File: config.mk
export PLATFORM = sky130hd
export DESIGN_NAME = ntt_host_sequencer
export DESIGN_NICKNAME = d
export VERILOG_FILES = /design/src/rtl/ntt_seq_pkg.sv /design/src/rtl/ntt_seq_burst_cnt.sv /design/src/rtl/ntt_host_sequencer.sv
export SDC_FILE = /design/constraint.sdc
export NUM_CORES = 1
export LEC_CHECK = 0
export CAP_MARGIN = 20
export CORE_MARGIN = 2
export CORE_UTILIZATION = 50
export CTS_CLUSTER_DIAMETER = 60
export DETAILED_ROUTE_END_ITERATION = 7
export DONT_BUFFER_PORTS = 1
export HOLD_SLACK_MARGIN = 0.06
export SLEW_MARGIN = 20
export SYNTH_ARGS = -nofsm -noshare
export SYNTH_HDL_FRONTEND = slang
export SYNTH_SLANG_ARGS = --single-unit
export TNS_END_PERCENT = 1
File: constraint.sdc
create_clock -name clk -period 2.4 [get_ports clk]
set_input_delay 0.36 -clock clk [delete_from_list [all_inputs] [get_ports clk]]
set_output_delay 0.36 -clock clk [all_outputs]
set_load 0.05 [all_outputs]
File: src/rtl/ntt_seq_pkg.sv
// ntt_seq_pkg
// Shared types and sizing helpers for the NTTN host sequencer.
//   op_e      : host command encodings carried on cmd_op
//   state_e   : sequencer FSM states
//   ring_size : number of coefficients in one transform
//   w_count   : number of twiddle words in one W (or WINV) table
//   loadw_len : full LOADW burst length (W, WINV, q, n_inv)
package ntt_seq_pkg;

   typedef enum logic [1:0] {
      OP_LOADW = 2'd0,
      OP_NTT   = 2'd1,
      OP_INTT  = 2'd2,
      OP_RSVD  = 2'd3
   } op_e;

   typedef enum logic [2:0] {
      IDLE,
      PULSE,
      STREAM,
      GAP,
      START,
      WAIT_DONE,
      DRAIN
   } state_e;

   function automatic int ring_size(input int ring_depth);
      return 1 << ring_depth;
   endfunction

   function automatic int w_count(input int ring_depth, input int pe_depth);
      return (((1 << (ring_depth - pe_depth)) - 1) + pe_depth) << pe_depth;
   endfunction

   function automatic int loadw_len(input int ring_depth, input int pe_depth);
      return 2 * w_count(ring_depth, pe_depth) + 2;
   endfunction

   function automatic int max2(input int a, input int b);
      return (a > b) ? a : b;
   endfunction

endpackage

File: src/rtl/ntt_seq_burst_cnt.sv
// ntt_seq_burst_cnt
// Loadable down-counter with a terminal-count (zero) flag. The count
// saturates at zero, so a held dec never wraps.
// Ports:
//   clk, reset : clock, asynchronous active-low reset
//   load       : load load_val (has priority over dec)
//   load_val   : value to load
//   dec        : decrement by one when non-zero
//   zero       : count is zero
module ntt_seq_burst_cnt #(
   parameter int WIDTH = 8
) (
   input  logic             clk,
   input  logic             reset,
   input  logic             load,
   input  logic [WIDTH-1:0] load_val,
   input  logic             dec,
   output logic             zero
);

   logic [WIDTH-1:0] cnt;

   always_ff @(posedge clk or negedge reset) begin
      if (!reset) begin
         cnt <= '0;
      end else if (load) begin
         cnt <= load_val;
      end else if (dec && (cnt != '0)) begin
         cnt <= cnt - 1'b1;
      end
   end

   assign zero = (cnt == '0);

endmodule

File: src/rtl/ntt_host_sequencer.sv
// ntt_host_sequencer
// Host-side initiator for the NTTN load/start/done protocol. Takes one
// command at a time, pushes a gap-free din burst behind a load pulse,
// starts the transform, then re-emits the dout burst as a stream.
// Ports:
//   clk, reset                 : clock, asynchronous active-low reset
//   cmd_valid/cmd_ready/cmd_op : command handshake (0 LOADW, 1 NTT, 2 INTT)
//   s_valid/s_ready/s_data     : input word stream (ready only while streaming)
//   m_valid/m_data/m_last      : output word stream, no backpressure
//   busy, err                  : not idle; sticky error (underrun/bad op/timeout)
//   load_w/load_data/start/start_intt/din : drive NTTN
//   done/dout                  : from NTTN
// Optional feature macro: NTT_SEQ_TIMEOUT_EN adds a WAIT_DONE watchdog of
// TIMEOUT_CYC cycles; without it WAIT_DONE waits forever.
//
// state     | meaning
// ----------+--------------------------------------------------------
// IDLE      | waiting for a command, cmd_ready high
// PULSE     | one cycle; load_w or load_data asserted on the next edge
// STREAM    | s_ready high, one word per cycle onto din, underrun -> 0
// GAP       | GAP_CYC quiet cycles before the start pulse
// START     | one cycle; start or start_intt asserted on the next edge
// WAIT_DONE | waiting for done (optional watchdog)
// DRAIN     | OUT_SKEW-1 skip cycles, then RING_SIZE dout words out
module ntt_host_sequencer
   import ntt_seq_pkg::*;
#(
   parameter int DATA_SIZE   = 32,
   parameter int RING_DEPTH  = 12,
   parameter int PE_DEPTH    = 3,
   parameter int GAP_CYC     = 5,
   parameter int OUT_SKEW    = 1,
   parameter int TIMEOUT_CYC = 65535
) (
   input  logic                 clk,
   input  logic                 reset,
   input  logic                 cmd_valid,
   output logic                 cmd_ready,
   input  logic [1:0]           cmd_op,
   input  logic                 s_valid,
   output logic                 s_ready,
   input  logic [DATA_SIZE-1:0] s_data,
   output logic                 m_valid,
   output logic [DATA_SIZE-1:0] m_data,
   output logic                 m_last,
   output logic                 busy,
   output logic                 err,
   output logic                 load_w,
   output logic                 load_data,
   output logic                 start,
   output logic                 start_intt,
   output logic [DATA_SIZE-1:0] din,
   input  logic                 done,
   input  logic [DATA_SIZE-1:0] dout
);

   localparam int RING_SIZE = ring_size(RING_DEPTH);
   localparam int LOADW_LEN = loadw_len(RING_DEPTH, PE_DEPTH);
   localparam int STREAM_W  = $clog2(max2(LOADW_LEN, RING_SIZE) + 1);
   localparam int GAP_W     = $clog2(max2(GAP_CYC, OUT_SKEW) + 1);
   localparam int DRAIN_W   = $clog2(RING_SIZE + 1);

   // Counters are loaded with length-1 and the last cycle is the one
   // where the zero flag is seen.
   localparam logic [STREAM_W-1:0] LOADW_LAST  = STREAM_W'(LOADW_LEN - 1);
   localparam logic [STREAM_W-1:0] RING_LAST_S = STREAM_W'(RING_SIZE - 1);
   localparam logic [GAP_W-1:0]    GAP_LAST    = GAP_W'(GAP_CYC - 1);
   localparam logic [GAP_W-1:0]    SKEW_LAST   = GAP_W'(OUT_SKEW - 1);
   localparam logic [DRAIN_W-1:0]  RING_LAST_D = DRAIN_W'(RING_SIZE - 1);

   state_e state;
   op_e    op_q;

   logic stream_zero;
   logic gap_zero;
   logic drain_zero;
   logic done_hit;

   assign cmd_ready = (state == IDLE);
   assign s_ready   = (state == STREAM);
   assign busy      = (state != IDLE);
   assign done_hit  = (state == WAIT_DONE) && done;

   ntt_seq_burst_cnt #(.WIDTH(STREAM_W)) u_stream_cnt (
      .clk      (clk),
      .reset    (reset),
      .load     (state == PULSE),
      .load_val ((op_q == OP_LOADW) ? LOADW_LAST : RING_LAST_S),
      .dec      (state == STREAM),
      .zero     (stream_zero)
   );

   // Shared between the pre-start gap and the post-done output skew; the
   // two uses never overlap.
   ntt_seq_burst_cnt #(.WIDTH(GAP_W)) u_gap_cnt (
      .clk      (clk),
      .reset    (reset),
      .load     (((state == STREAM) && stream_zero) || done_hit),
      .load_val ((state == STREAM) ? GAP_LAST : SKEW_LAST),
      .dec      ((state == GAP) || (state == DRAIN)),
      .zero     (gap_zero)
   );

   ntt_seq_burst_cnt #(.WIDTH(DRAIN_W)) u_drain_cnt (
      .clk      (clk),
      .reset    (reset),
      .load     (done_hit),
      .load_val (RING_LAST_D),
      .dec      ((state == DRAIN) && gap_zero),
      .zero     (drain_zero)
   );

`ifdef NTT_SEQ_TIMEOUT_EN
   localparam int                TO_W    = $clog2(TIMEOUT_CYC + 1);
   localparam logic [TO_W-1:0]   TO_LAST = TO_W'(TIMEOUT_CYC - 1);
   logic to_zero;

   ntt_seq_burst_cnt #(.WIDTH(TO_W)) u_timeout_cnt (
      .clk      (clk),
      .reset    (reset),
      .load     (state == START),
      .load_val (TO_LAST),
      .dec      (state == WAIT_DONE),
      .zero     (to_zero)
   );
`endif

   always_ff @(posedge clk or negedge reset) begin
      if (!reset) begin
         state      <= IDLE;
         op_q       <= OP_LOADW;
         err        <= 1'b0;
         load_w     <= 1'b0;
         load_data  <= 1'b0;
         start      <= 1'b0;
         start_intt <= 1'b0;
         din        <= '0;
         m_valid    <= 1'b0;
         m_data     <= '0;
         m_last     <= 1'b0;
      end else begin
         load_w     <= 1'b0;
         load_data  <= 1'b0;
         start      <= 1'b0;
         start_intt <= 1'b0;
         din        <= '0;
         m_valid    <= 1'b0;
         m_last     <= 1'b0;

         case (state)
            IDLE: begin
               if (cmd_valid) begin
                  if (op_e'(cmd_op) == OP_RSVD) begin
                     err <= 1'b1;
                  end else begin
                     op_q  <= op_e'(cmd_op);
                     err   <= 1'b0;
                     state <= PULSE;
                  end
               end
            end
            PULSE: begin
               load_w    <= (op_q == OP_LOADW);
               load_data <= (op_q != OP_LOADW);
               state     <= STREAM;
            end
            STREAM: begin
               // NTTN cannot stall, so an underrun becomes a zero word.
               if (s_valid) begin
                  din <= s_data;
               end else begin
                  err <= 1'b1;
               end
               if (stream_zero) begin
                  state <= (op_q == OP_LOADW) ? IDLE : GAP;
               end
            end
            GAP: begin
               if (gap_zero) begin
                  state <= START;
               end
            end
            START: begin
               start      <= (op_q == OP_NTT);
               start_intt <= (op_q == OP_INTT);
               state      <= WAIT_DONE;
            end
            WAIT_DONE: begin
               if (done) begin
                  state <= DRAIN;
`ifdef NTT_SEQ_TIMEOUT_EN
               end else if (to_zero) begin
                  err   <= 1'b1;
                  state <= IDLE;
`endif
               end
            end
            DRAIN: begin
               if (gap_zero) begin
                  m_valid <= 1'b1;
                  m_data  <= dout;
                  m_last  <= drain_zero;
                  if (drain_zero) begin
                     state <= IDLE;
                  end
               end
            end
            default: state <= IDLE;
         endcase
      end
   end

endmodule
### After elaboration in Yosys (flattened, before gate mapping)

Index checks and enable logic that the tools add are counted.

* $add $sub $neg: 3
* eq/ne operators: 17
* multiplexer cells: 31
* bitwise operators: 1
* reductions and logical operators: 26

Operator list (number)
* two-way mux 32 bit: 2
* two-way mux 14 bit: 3
* two-way mux 3 bit: 10
* two-way mux 13 bit: 2
* one-hot mux 3 bit (7 select lines): 1
* != test 2 bit (second input constant): 8
* zero test 14 bit: 1
* nonzero test 14 bit: 1
* subtractor 14 x 1 -> 14 bit (second input constant): 1
* zero test 13 bit: 1
* nonzero test 13 bit: 1
* subtractor 13 x 1 -> 13 bit (second input constant): 1
* two-way mux 1 bit: 11
* nonzero test 2 bit: 5
* equality test 3 bit (second input constant): 3
* AND reduction 7 bit: 1
* equality test 3 x 2 -> 1 bit (second input constant): 2
* logical AND 1 bit: 6
* zero test 3 bit: 2
* AND reduction 3 bit: 2
* nonzero test 3 bit: 2
* equality test 2 bit (second input constant): 2
* equality test 3 x 1 -> 1 bit (second input constant): 1
* subtractor 3 x 1 -> 3 bit (second input constant): 1
* 7 further kinds: 8

* bits in registers: 106
* input bits: 71
* output and inout port bits: 74
* logic and storage cells: 92

### Longest topological paths before layout

* depth in word-level cells: 5
* depth in mapped cells: 9
* gate-level depth less buffers: 7

### Modules after synthesis

From an unflattened synthesis, not the netlist that was laid out.

* cell total of the unflattened synthesis: 427
* area, all modules: 4802.1 um^2

By module, submodules not included
* ntt_host_sequencer: times used 1, cells each 202, area each 2821.5 um^2, sequential area each 1901.8 um^2
* ntt_seq_burst_cnt at u_drain_cnt: times used 1, cells each 103, area each 898.4 um^2, sequential area each 325.3 um^2
* ntt_seq_burst_cnt at u_stream_cnt: times used 1, cells each 103, area each 892.1 um^2, sequential area each 350.3 um^2
* ntt_seq_burst_cnt at u_gap_cnt: times used 1, cells each 19, area each 190.2 um^2, sequential area each 75.1 um^2

### Worst setup path after synthesis

No wires, ideal clock.

* path kind: register to output
* start point: register state[0]
* end point: output busy
* data arrival time: 2.450 ns
* data required time: 2.040 ns
* path slack: -0.410 ns
* stages on the path, launching flop included: 4
* buffers on the path: 1
* cell sequence: dfrtp_1 > clkbuf_1 > nor3_1 > inv_1

* word-level cells in the longest chain between the ends: 1

Ends and longest elaborated chain
* start: declaration: RTL line ntt_host_sequencer.sv:71 `state_e state;`
* start signal: assignment: RTL line ntt_host_sequencer.sv:175 `state <= (op_q == OP_LOADW) ? IDLE : GAP;`
* nonzero test 3 bit: RTL line ntt_host_sequencer.sv:81 `assign busy = (state != IDLE);`
* end: declaration: RTL line ntt_host_sequencer.sv:46 `output logic busy,`

Every way passes these cells.

### Worst setup path in the final report

* start point: register u_drain_cnt.cnt[0]
* end point: register state[0]

* word-level cells in the longest chain between the ends: 3

Ends and longest elaborated chain
* start: declaration: RTL line ntt_seq_burst_cnt.sv:21 `logic [WIDTH-1:0] cnt;`
* start signal: assignment: RTL line ntt_seq_burst_cnt.sv:27 `cnt <= load_val;`
* start signal: assignment: RTL line ntt_seq_burst_cnt.sv:29 `cnt <= cnt - 1'b1;`
* zero test 13 bit: RTL line ntt_seq_burst_cnt.sv:33 `assign zero = (cnt == '0);`
* != test 2 bit (no line)
* AND reduction 7 bit (no line)

Every way passes these cells.
A chain may end at the register's enable or synchronous reset.

==> flow_summary.toml <==
[worst_setup_path]
timing.setup.critical_path_class = "flip-flop to flip-flop"
critPathSlowestCell = "or4_1"
worstPathBufferInverterCount = 1
crit_path_cells = "inv_1 > ha_1 > or4b_1 > or4_1 > a211oi_2 > a32o_1"
crit_path_cell_count = 6
cpPeakStageDelay_ns = 0.50
critical-path-top-delay-family = "simple AND/OR/NAND/NOR gates"
cp_data_required_time_ns = 2.71
crit_arrival_ns = 2.61
r2r_cells = 6
end_kind = "flip-flop"
timing.reg2reg.setup_slack_ns = 0.10
cp-start-kind = "flip-flop"
critPathMaxFanout = 5

[die]
dieHeight_um = 100
fp.dieW_um = 100
rows = 35
core_region_area_um2 = 9150
floorplan.initialDensity_pct = 50.9
die_area_um2 = 10100
io-pin-count = 145

[routing]
firstDrtPassIters = 4
drt.antenna.violating_nets = 0
drt_first_iter_violations = 109
wl_per_cell_um = 17.3
route.vias.total = 3405
avgViaCountPerCell = 5.83
detail_route.wirelength_mm = 10.1
drc = 0

[pwr]
power.share.switching_pct = 49.7
switchingPower_uw = 3370
power.density_cell_area_nw_per_um2 = 1350
sequentialPowerShare_pct = 59.6
clockPowerShare_pct = 15.8
static-leakage-power_uw = 0.00233
relative_contribution_of_combinational_cells_to_total_power_pct = 24.6
finalPower_uw = 6780
vdd_ir_drop_max_uv = 554
intPower_uw = 3410

[yosys]
number_of_enable_flip_flop_cells_after_synthesis = 0
synth_async_sr_flop_share_pct = 100
syn-cell-area_um2 = 4660
mappedNetlistNets = 545
yosysUniqueCellTypes = 55
syn_area_per_cell_um2 = 9.95
synthesis.instances = 468
postSynth.topFlopCell = "dfrtp_1"
synth.yosys.seq_area_share_pct = 57.0
yosys_warnings = 0
yosys_register_bits = 106

[sta]
timing.clock.skew_ns = 0.0142
slew_viol_final = 0
worst_pin_slew_ns = 0.586
max_slew_margin_pct = 60.6
rsz0062_at_grt = "no"
finalWorstPathRequiredPeriod_ns = 2.30
post-route-period-util_pct = 95.7
fmaxAchievable_mhz = 435
summed_negative_setup_slack_over_all_endpoints_ns = 0
finalSetupViolCount = 0
final_hold_viol_count = 106
final.hold.worst_slack_ns = -0.328

[global_routing]
grt_usage_pct = 19.9
globalRoute.busiestLayer = "met2"
grt_pass1_wl_mm = 15.9
grt_start_max_net_pins = 107
use_met3_pct = 4.44
grt_overflow_total = 0
use_met1_pct = 24.7
antenna_found_initial = 0
vias_in_the_first_global_route = 3253
global_route.usage.met2_pct = 33.5

[clocking]
worst_setup_hold_path_clk_slew_ns = 0.11
cts.repair_timing.setup_buffer_count = 0
cts_root_buf = "clkbuf_8"
clock_latency_ns = 0.37
cts_tree = "built"
cts-htree-levels = 3
cts.sinks = 106
clock_path_buffers = 2
cts-buffers-inserted = 9

[worst_hold_path]
hold_class = "primary input to asynchronous set/reset pin"

[layout]
number_of_nets_in_the_layout = 545
ff_latch_area_um2 = 2650
multi_input_gate_area_in_the_final_layout_um2 = 1850
proportion_of_layout_cells_with_a_drive_suffix_above_1_pct = 8.88
highest_count_cells_in_the_layout_ignoring_fill_and_taps = "nand2_1, dfrtp_1, and3_1"
syn2layout_area_growth_pct = 7.66
num_antenna_cells = 0
layout.cells.most_common = "nand2_1"
fillCellCount = 776

[placement]
port_buffers = 0
dp_hpwl_mm = 6.97
finalWeightedCongestion = 0.834

[status]
violations = "negative hold slack"
status = "finished with violations"

[job]
cap_viol_max_count = 0
path summary, 6_finish.rpt:
check | endpoint | from
max | state[0] | u_drain_cnt.cnt[0]
min | u_drain_cnt.cnt[9] | reset
max reg2reg | state[0] | u_drain_cnt.cnt[0]
min reg2reg | u_stream_cnt.cnt[12] | u_stream_cnt.cnt[12]
max in group asynchronous | m_data[24] | reset
min in group clk | m_data[5] | dout[5]
sequential cells by signal (all words and copies together), names as in the netlist:
signal	cells
load_w	1
m_valid	1
start	1
state	3
u_stream_cnt.cnt	14
load_data	1
start_intt	1
u_drain_cnt.cnt	13
op_q	2
err	1
din	32
m_last	1
u_gap_cnt.cnt	3
m_data	32
layout make-up:
cell class                      count  area share, %
Clock buffer                        9           2.47
Clock inverter                      7           1.40
Inverter                           11          0.824
Multi-Input combinational cell    324           37.0
Sequential cell                   106           52.9
Tap cell                          111           2.77
Timing Repair Buffer               16           2.65
worst register-to-register path, stage by stage (launching register included):
cell and delay, ns:
dfrtp_1 0.43, inv_1 0.12, ha_1 0.14, or4b_1 0.49, or4_1 0.50, a211oi_2 0.35
a32o_1 0.21
stage by stage:
step	std cells	util [%]	setup slack, ns	cell area [um2]
finish	584	54.8	0.103	5010
global route	584	54.8	0.0437	5010
CTS	584	54.8	0.121	5010
detailed placement	568	52.6	0.122	4820
global placement	568	52.6	0.226	4820
floorplan	468	-	0.206	4660
layer usage:
| layer | wire [um] | up-vias |
|---|---|---|
| met5 | 0 | - |
| met4 | 113 | 0 |
| met3 | 556 | 11 |
| met2 | 5200 | 93 |
| met1 | 4260 | 1662 |
| li1 | - | 1639 |
logic make-up after synthesis:
logic type               count (synthesis)  share of synthesized area [%]
AND/OR/NAND/NOR                        253                           27.8
flip-flops                             106                           57.0
AO/OA/AOI/OAI                           57                           8.68
buffers and inverters                   38                           3.33
adder cells (fa/ha/maj)                  6                           1.61
multiplexers                             5                           1.08
XOR/XNOR                                 3                          0.564
repair_timing:
| item | 4_1_cts | 5_1_grt |
|---|---|---|
| hold endpoints to repair | 106 | 106 |
| gates resized for setup | 0 | 1 |
| setup endpoints to repair | 0 | 2 |
power groups by stage:
| stage | registers, uW | logic [uW] | clock network, uW |
|---|---|---|---|
| global route | 4120 | 1890 | 1180 |
| floorplan | 3960 | 1310 | 0 |
| detailed placement | 4090 | 1670 | 0 |
| CTS | 4050 | 1670 | 1110 |
| finish | 4040 | 1670 | 1070 |
| global placement | 4080 | 1610 | 0 |
Yosys cell counts, types with 3 or more instances:
cell | number | share of area, %
nor2_1 | 24 | 1.9
o22a_1 | 3 | 0.56
ha_1 | 6 | 1.6
nand4_1 | 7 | 0.94
o21ai_0 | 10 | 1.1
nor3b_1 | 5 | 0.81
a211oi_1 | 3 | 0.48
a31oi_1 | 12 | 1.6
buf_1 | 3 | 0.24
nand3_1 | 11 | 1.2
inv_1 | 11 | 0.89
a311oi_1 | 4 | 0.75
and2_1 | 3 | 0.40
nor4b_1 | 3 | 0.56
nand2_1 | 108 | 8.7
nor3_1 | 12 | 1.3
or4_1 | 8 | 1.3
mux2i_1 | 5 | 1.1
o31ai_1 | 7 | 1.1
dfrtp_1 | 106 | 57
clkbuf_1 | 21 | 1.7
and4_1 | 5 | 0.94
nand3b_1 | 3 | 0.48
and3_1 | 35 | 4.7
or3_1 | 5 | 0.67
nand2b_1 | 6 | 0.81
nor2b_1 | 3 | 0.40
a21oi_1 | 4 | 0.43
nor4_1 | 6 | 0.81
Note: power is estimated with default switching activity, not from simulation.
